## config.mk

```make
export PLATFORM = sky130hd
export DESIGN_NAME = pipe_stage_reg
export DESIGN_NICKNAME = d
export VERILOG_FILES = /design/src/rtl/pipe_stage_reg_pkg.sv /design/src/rtl/pipe_stage_reg_entry.sv /design/src/rtl/pipe_stage_reg.sv
export SDC_FILE = /design/constraint.sdc
export NUM_CORES = 1
export LEC_CHECK = 0
export BUFFER_PORTS_ARGS = -buffer_cell sky130_fd_sc_hd__buf_2
export CAP_MARGIN = 10
export CORE_AREA = 2 2 212 214
export CTS_BUF_LIST = sky130_fd_sc_hd__clkbuf_8
export CTS_CLUSTER_SIZE = 28
export DETAILED_ROUTE_END_ITERATION = 7
export DIE_AREA = 0 0 214 216
export HOLD_SLACK_MARGIN = 0.15
export PLACE_DENSITY = 0.7
export SYNTH_ARGS = -nofsm -noshare
export SYNTH_HDL_FRONTEND = slang
export SYNTH_SLANG_ARGS = --single-unit
```

## constraint.sdc

```tcl
create_clock -name clk -period 7.4 [get_ports clk]
set_input_delay 1.48 -clock clk [delete_from_list [all_inputs] [get_ports clk]]
set_output_delay 1.48 -clock clk [all_outputs]
set_load 0.01 [all_outputs]
```

## src/rtl/pipe_stage_reg_pkg.sv

```systemverilog
`default_nettype none
// ============================================================================
// pipe_stage_reg_pkg : shared types for the inter-stage pipeline register
// Rev 1.0
// ============================================================================
package pipe_stage_reg_pkg;

    // Encoding equals the number of held entries, so occ can be read straight off it.
    typedef enum logic [1:0] {
        OCC_EMPTY = 2'd0,
        OCC_BUSY  = 2'd1,
        OCC_FULL  = 2'd2
    } occ_state_t;

endpackage
`default_nettype wire

```

## src/rtl/pipe_stage_reg_entry.sv

```systemverilog
`default_nettype none
// ============================================================================
// pipe_entry : one valid + ctrl + data register; ctrl is cleared with valid
// Rev 1.0
// ============================================================================
module pipe_entry
    import pipe_stage_reg_pkg::*;
#(
    parameter int DATA_W     = 256,
    parameter int CTRL_W     = 12,
    parameter int RESET_DATA = 0
) (
    input  logic              clk,
    input  logic              resetn,
    input  logic              load,
    input  logic              drop,
    input  logic [CTRL_W-1:0] load_ctrl,
    input  logic [DATA_W-1:0] load_data,
    output logic              valid,
    output logic [CTRL_W-1:0] ctrl,
    output logic [DATA_W-1:0] data
);

    // drop wins over load so a flush never lets a new entry in.
    always_ff @(posedge clk) begin
        if (!resetn) begin
            valid <= 1'b0;
            ctrl  <= '0;
        end else if (drop) begin
            valid <= 1'b0;
            ctrl  <= '0;
        end else if (load) begin
            valid <= 1'b1;
            ctrl  <= load_ctrl;
        end
    end

    generate
        if (RESET_DATA != 0) begin : g_data_rst
            always_ff @(posedge clk) begin
                if (!resetn) begin
                    data <= '0;
                end else if (load && !drop) begin
                    data <= load_data;
                end
            end
        end else begin : g_data_norst
            always_ff @(posedge clk) begin
                if (load && !drop) begin
                    data <= load_data;
                end
            end
        end
    endgenerate

endmodule
`default_nettype wire

```

## src/rtl/pipe_stage_reg.sv

```systemverilog
`default_nettype none
// ============================================================================
// pipe_stage_reg : valid/ready pipeline register with flush and optional skid
// Rev 1.0
// ============================================================================
module pipe_stage_reg
    import pipe_stage_reg_pkg::*;
#(
    parameter int DATA_W     = 256,
    parameter int CTRL_W     = 12,
    parameter int SKID       = 1,
    parameter int RESET_DATA = 0
) (
    input  logic              clk,
    input  logic              resetn,
    input  logic              flush,
    input  logic              in_valid,
    output logic              in_ready,
    input  logic [CTRL_W-1:0] in_ctrl,
    input  logic [DATA_W-1:0] in_data,
    output logic              out_valid,
    input  logic              out_ready,
    output logic [CTRL_W-1:0] out_ctrl,
    output logic [DATA_W-1:0] out_data,
    output logic [1:0]        occ
);

    logic              in_fire;
    logic              out_fire;
    logic              main_load;
    logic              main_drop;
    logic [CTRL_W-1:0] main_ctrl_in;
    logic [DATA_W-1:0] main_data_in;

    assign in_fire  = in_valid & in_ready;
    assign out_fire = out_valid & out_ready;

    pipe_entry #(
        .DATA_W     (DATA_W),
        .CTRL_W     (CTRL_W),
        .RESET_DATA (RESET_DATA)
    ) u_main (
        .clk       (clk),
        .resetn    (resetn),
        .load      (main_load),
        .drop      (main_drop),
        .load_ctrl (main_ctrl_in),
        .load_data (main_data_in),
        .valid     (out_valid),
        .ctrl      (out_ctrl),
        .data      (out_data)
    );

    generate
        if (SKID == 0) begin : g_single
            assign in_ready     = ~out_valid | out_ready;
            assign main_load    = in_fire & ~flush;
            assign main_drop    = flush | (out_fire & ~in_fire);
            assign main_ctrl_in = in_ctrl;
            assign main_data_in = in_data;
            assign occ          = {1'b0, out_valid};
        end else begin : g_skid
            occ_state_t        state;
            occ_state_t        state_next;
            logic              ready_q;
            logic              skid_load;
            logic              skid_drop;
            logic              skid_valid;
            logic [CTRL_W-1:0] skid_ctrl;
            logic [DATA_W-1:0] skid_data;

            pipe_entry #(
                .DATA_W     (DATA_W),
                .CTRL_W     (CTRL_W),
                .RESET_DATA (RESET_DATA)
            ) u_skid (
                .clk       (clk),
                .resetn    (resetn),
                .load      (skid_load),
                .drop      (skid_drop),
                .load_ctrl (in_ctrl),
                .load_data (in_data),
                .valid     (skid_valid),
                .ctrl      (skid_ctrl),
                .data      (skid_data)
            );

            always_ff @(posedge clk) begin
                if (!resetn) begin
                    state   <= OCC_EMPTY;
                    ready_q <= 1'b1;
                end else begin
                    state   <= state_next;
                    ready_q <= (state_next != OCC_FULL);
                end
            end

            // in_fire cannot occur in FULL because ready_q is low there.
            always_comb begin
                state_next   = state;
                main_load    = 1'b0;
                main_drop    = 1'b0;
                skid_load    = 1'b0;
                skid_drop    = 1'b0;
                main_ctrl_in = in_ctrl;
                main_data_in = in_data;
                if (flush) begin
                    state_next = OCC_EMPTY;
                    main_drop  = 1'b1;
                    skid_drop  = 1'b1;
                end else begin
                    case (state)
                        OCC_EMPTY: begin
                            if (in_fire) begin
                                main_load  = 1'b1;
                                state_next = OCC_BUSY;
                            end
                        end
                        OCC_BUSY: begin
                            if (in_fire && out_fire) begin
                                main_load = 1'b1;
                            end else if (in_fire) begin
                                skid_load  = 1'b1;
                                state_next = OCC_FULL;
                            end else if (out_fire) begin
                                main_drop  = 1'b1;
                                state_next = OCC_EMPTY;
                            end
                        end
                        OCC_FULL: begin
                            if (out_fire) begin
                                main_load    = 1'b1;
                                main_ctrl_in = skid_ctrl;
                                main_data_in = skid_data;
                                skid_drop    = 1'b1;
                                state_next   = OCC_BUSY;
                            end
                        end
                        default: begin
                            state_next = OCC_EMPTY;
                            main_drop  = 1'b1;
                            skid_drop  = 1'b1;
                        end
                    endcase
                end
            end

            assign in_ready = ready_q;
            assign occ      = {1'b0, out_valid} + {1'b0, skid_valid};
        end
    endgenerate

endmodule
`default_nettype wire

```

==> out/qor.yml <==
status:
  status: "completed"
setup_path:
  cp_cell_sequence: "buf_2 -> nand3b_1 -> o211ai_2 -> and2b_4 -> buf_4"
  cpPeakStageDelay_ns: 0.75
  end_kind: "register"
  slowest_stage: "and2b_4"
  critPathArrivalTime_ns: 3.94
  cp_max_fo: 58
  critical_path_required_ns: 7.68
  startpoint_type: "input port"
  critical_path_class: "input port to register"
  crit_buf_inv: 2
  crit_family: "simple AND/OR/NAND/NOR gates"
clock_network:
  cts-htree-levels: 3
  insertion_delay_ns: 0.66
  cts_tree: "yes"
  numCtsBuffers: 88
  clock-root-buffer: "clkbuf_8"
  path_clk_slew_ns: 0.06
  cts_hold_buf: 0
  clockBufferDepth: 3
  clkSinkCount: 541
  cts_setup_buffers: 0
  cts.repair.resized: 0
sta:
  worst_pin_slew_ns: 0.976
  setup-tns-final_ns: 0
  relSlewSlack_pct: 34.9
  worst_slack_ns: 3.74
  finalHoldViolCount: 0
  max_freq_mhz: 273
  min_period_over_period_pct: 49.4
  slew_viol_final: 0
  finalSetupViolCount: 0
  rsz0062_at_grt: "false"
  fin_crit_ns: 3.66
  worst_clock_skew_ns: 0.0246
  holdWs_ns: 0.490
min_path:
  hold_class: "register to register"
routing:
  antenna_left: 0
  vias: 10800
  routed_wl_um: 43400
  viasPerCell: 4.93
  wl_per_cell_um: 19.8
  firstDrtPassIters: 5
  initialDrtViolationCount: 755
  drcViolationCount: 0
synth:
  ys_seq_area_share_pct: 80.9
  ys_seq_elements: 541
  syn-num-nets: 1195
  postSynthCellCount: 921
  yosysWarnings: 0
  synth.distinct_cells: 33
  syn-cell-area_um2: 19700
  syn_avg_cell_area_um2: 21.4
power:
  power.density_nw_per_um2: 253
  p_total_mw: 6.25
  max-vdd-ir-drop_uv: 193
  p_leak_nw: 9.13
place:
  placed_cell_area_um2: 23000
  gp_congestion: 0.828
  placed_cells: 2029
  hpwlAfterDp_um: 28400
  io_buffers: 544
  place_ws_ns: 3.06
final_layout:
  synthToLayoutAreaGrowth_pct: 25.3
  drive_gt1_share_pct: 55.0
  fin_area_um2: 24700
  final_cells: 2195
  final_nets: 1801
  fillers: 3401
  utilization_pct: 56.4
global_route:
  grt_max_degree: 145
  overflow: 0
  grt_use_total_pct: 18.2
  grt_antenna_before_repair: 11
  grt_pass1_wl_um: 64800
  grt_pass1_vias: 11200
floorplan:
  row_count: 77
  pin_count: 545
  fp.coreArea_um2: 43800
  start_util_pct: 45.0
  die_y_um: 216
  fp.dieW_um: 214
  die_area_um2: 46200
job:
  cap_violations: 0
[worst reg2reg max path, cell delays in order, from the launching register on]
cell	delay [ns]
dfxtp_1	0.37
nand3b_1	0.28
o211ai_2	0.54
and2b_4	0.75
buf_4	0.82
[per-layer routing]
| metal | routed length (µm) | global-route usage, % |
|---|---|---|
| met5 | 48 | 0 |
| met4 | 1330 | 8.18 |
| met3 | 3590 | 6.82 |
| met2 | 21600 | 29.9 |
| met1 | 16800 | 21.5 |
[where the power goes]
part | switching [mW] | internal [mW]
sequential | 0.0234 | 3.46
combinational | 0.189 | 0.152
clock | 1.16 | 1.27
total | 1.37 | 4.88
[kinds of logic (layout without fill, tap and decap cells)]
kind of cell	after synthesis	count (layout)	synth area share (%)
flip-flops	541	541	80.9
AND/OR/NAND/NOR	43	43	1.15
other	0	8	0
multiplexers	280	280	15.8
buffers and inverters	36	710	1.26
AO/OA/AOI/OAI	20	20	0.743
adder cells (fa/ha/maj)	1	1	0.0635
[layout by cell type, fill, tap and decap left out]
cell type | synthesis | routed
a211oi_1 | 12 | 12
a21o_1 | 1 | 1
a21oi_1 | 2 | 2
a31oi_1 | 1 | 1
and2_1 | 1 | 1
and2b_4 | 0 | 1
buf_12 | 0 | 5
buf_2 | 7 | 544
buf_4 | 24 | 2
bufinv_16 | 0 | 4
clkbuf_8 | 0 | 90
clkinv_1 | 0 | 27
clkinv_2 | 0 | 12
clkinvlp_4 | 0 | 5
dfxtp_1 | 29 | 29
diode_2 | 0 | 8
edfxtp_1 | 512 | 512
ha_1 | 1 | 1
inv_1 | 1 | 20
inv_6 | 0 | 1
mux2_1 | 47 | 47
mux2_2 | 209 | 209
mux2i_1 | 24 | 24
nand2_1 | 3 | 3
nand2b_1 | 1 | 1
nand3_1 | 2 | 2
nand3b_1 | 1 | 1
nand4b_2 | 1 | 1
nand4bb_1 | 1 | 1
nor2_1 | 27 | 27
nor2_4 | 1 | 1
nor2b_1 | 1 | 1
nor3_1 | 1 | 1
nor4_4 | 1 | 1
o211ai_2 | 1 | 1
o21ai_0 | 1 | 1
o21ai_1 | 1 | 1
o21ba_2 | 1 | 1
or3_1 | 1 | 1
[worst paths after layout]
| check | start | to | slack, ns | depth (start not counted) |
|---|---|---|---|---|
| setup / recovery | in_valid | u_main.data[52]$_DFFE_PP_ | 3.74 | 5 |
| hold / removal | g_skid.u_skid.valid$_SDFFE_PP0P_ | g_skid.u_skid.valid$_SDFFE_PP0P_ | 0.49 | 2 |
| setup reg to reg | g_skid.state[1]$_SDFF_PN0_ | u_main.data[52]$_DFFE_PP_ | 4.21 | 4 |
| hold reg to reg | g_skid.u_skid.valid$_SDFFE_PP0P_ | g_skid.u_skid.valid$_SDFFE_PP0P_ | 0.49 | 2 |
[cell usage after synthesis]
library cell	number	area, µm²
o211ai_2	1	12.5
ha_1	1	12.5
or3_1	1	6.26
nor4_4	1	21.3
a211oi_1	12	90.1
buf_4	24	180
buf_2	7	35.0
mux2_2	209	2350
nor2_1	27	101
buf_6	2	22.5
mux2i_1	24	240
nand4bb_1	1	11.3
nor2_4	1	11.3
nand4b_2	1	15.0
and2_1	1	6.26
nor3_1	1	5.00
o21ai_1	1	5.00
o21ba_2	1	10.0
dfxtp_1	29	581
o21ai_0	1	5.00
and2b_1	1	7.51
mux2_1	47	529
edfxtp_1	512	15400
nand3_1	2	10.0
nand2b_1	1	6.26
a31oi_1	1	6.26
clkbuf_1	2	7.51
a21o_1	1	7.51
nand3b_1	1	7.51
nor2b_1	1	6.26
inv_1	1	3.75
a21oi_1	2	10.0
nand2_1	3	11.3
[cell type report]
class,count,area (µm²),area share (%)
Multi-Input combinational cell,344,3510,14.2
Inverter,1,3.75,0.0152
Clock buffer,90,1240,5.01
Antenna cell,8,20.0,0.0810
Tap cell,592,741,3.00
Clock inverter,68,399,1.62
Timing Repair Buffer,551,2840,11.5
Sequential cell,541,16000,64.6
[sequential cells by signal, indices dropped and copies added, names as in the netlist]
register and count:
u_main.data 256, u_main.ctrl 12, g_skid.u_skid.ctrl 12, g_skid.u_skid.data 256, u_main.valid 1, g_skid.state 2, g_skid.u_skid.valid 1, in_ready 1
(Power assumes the default switching activity.)
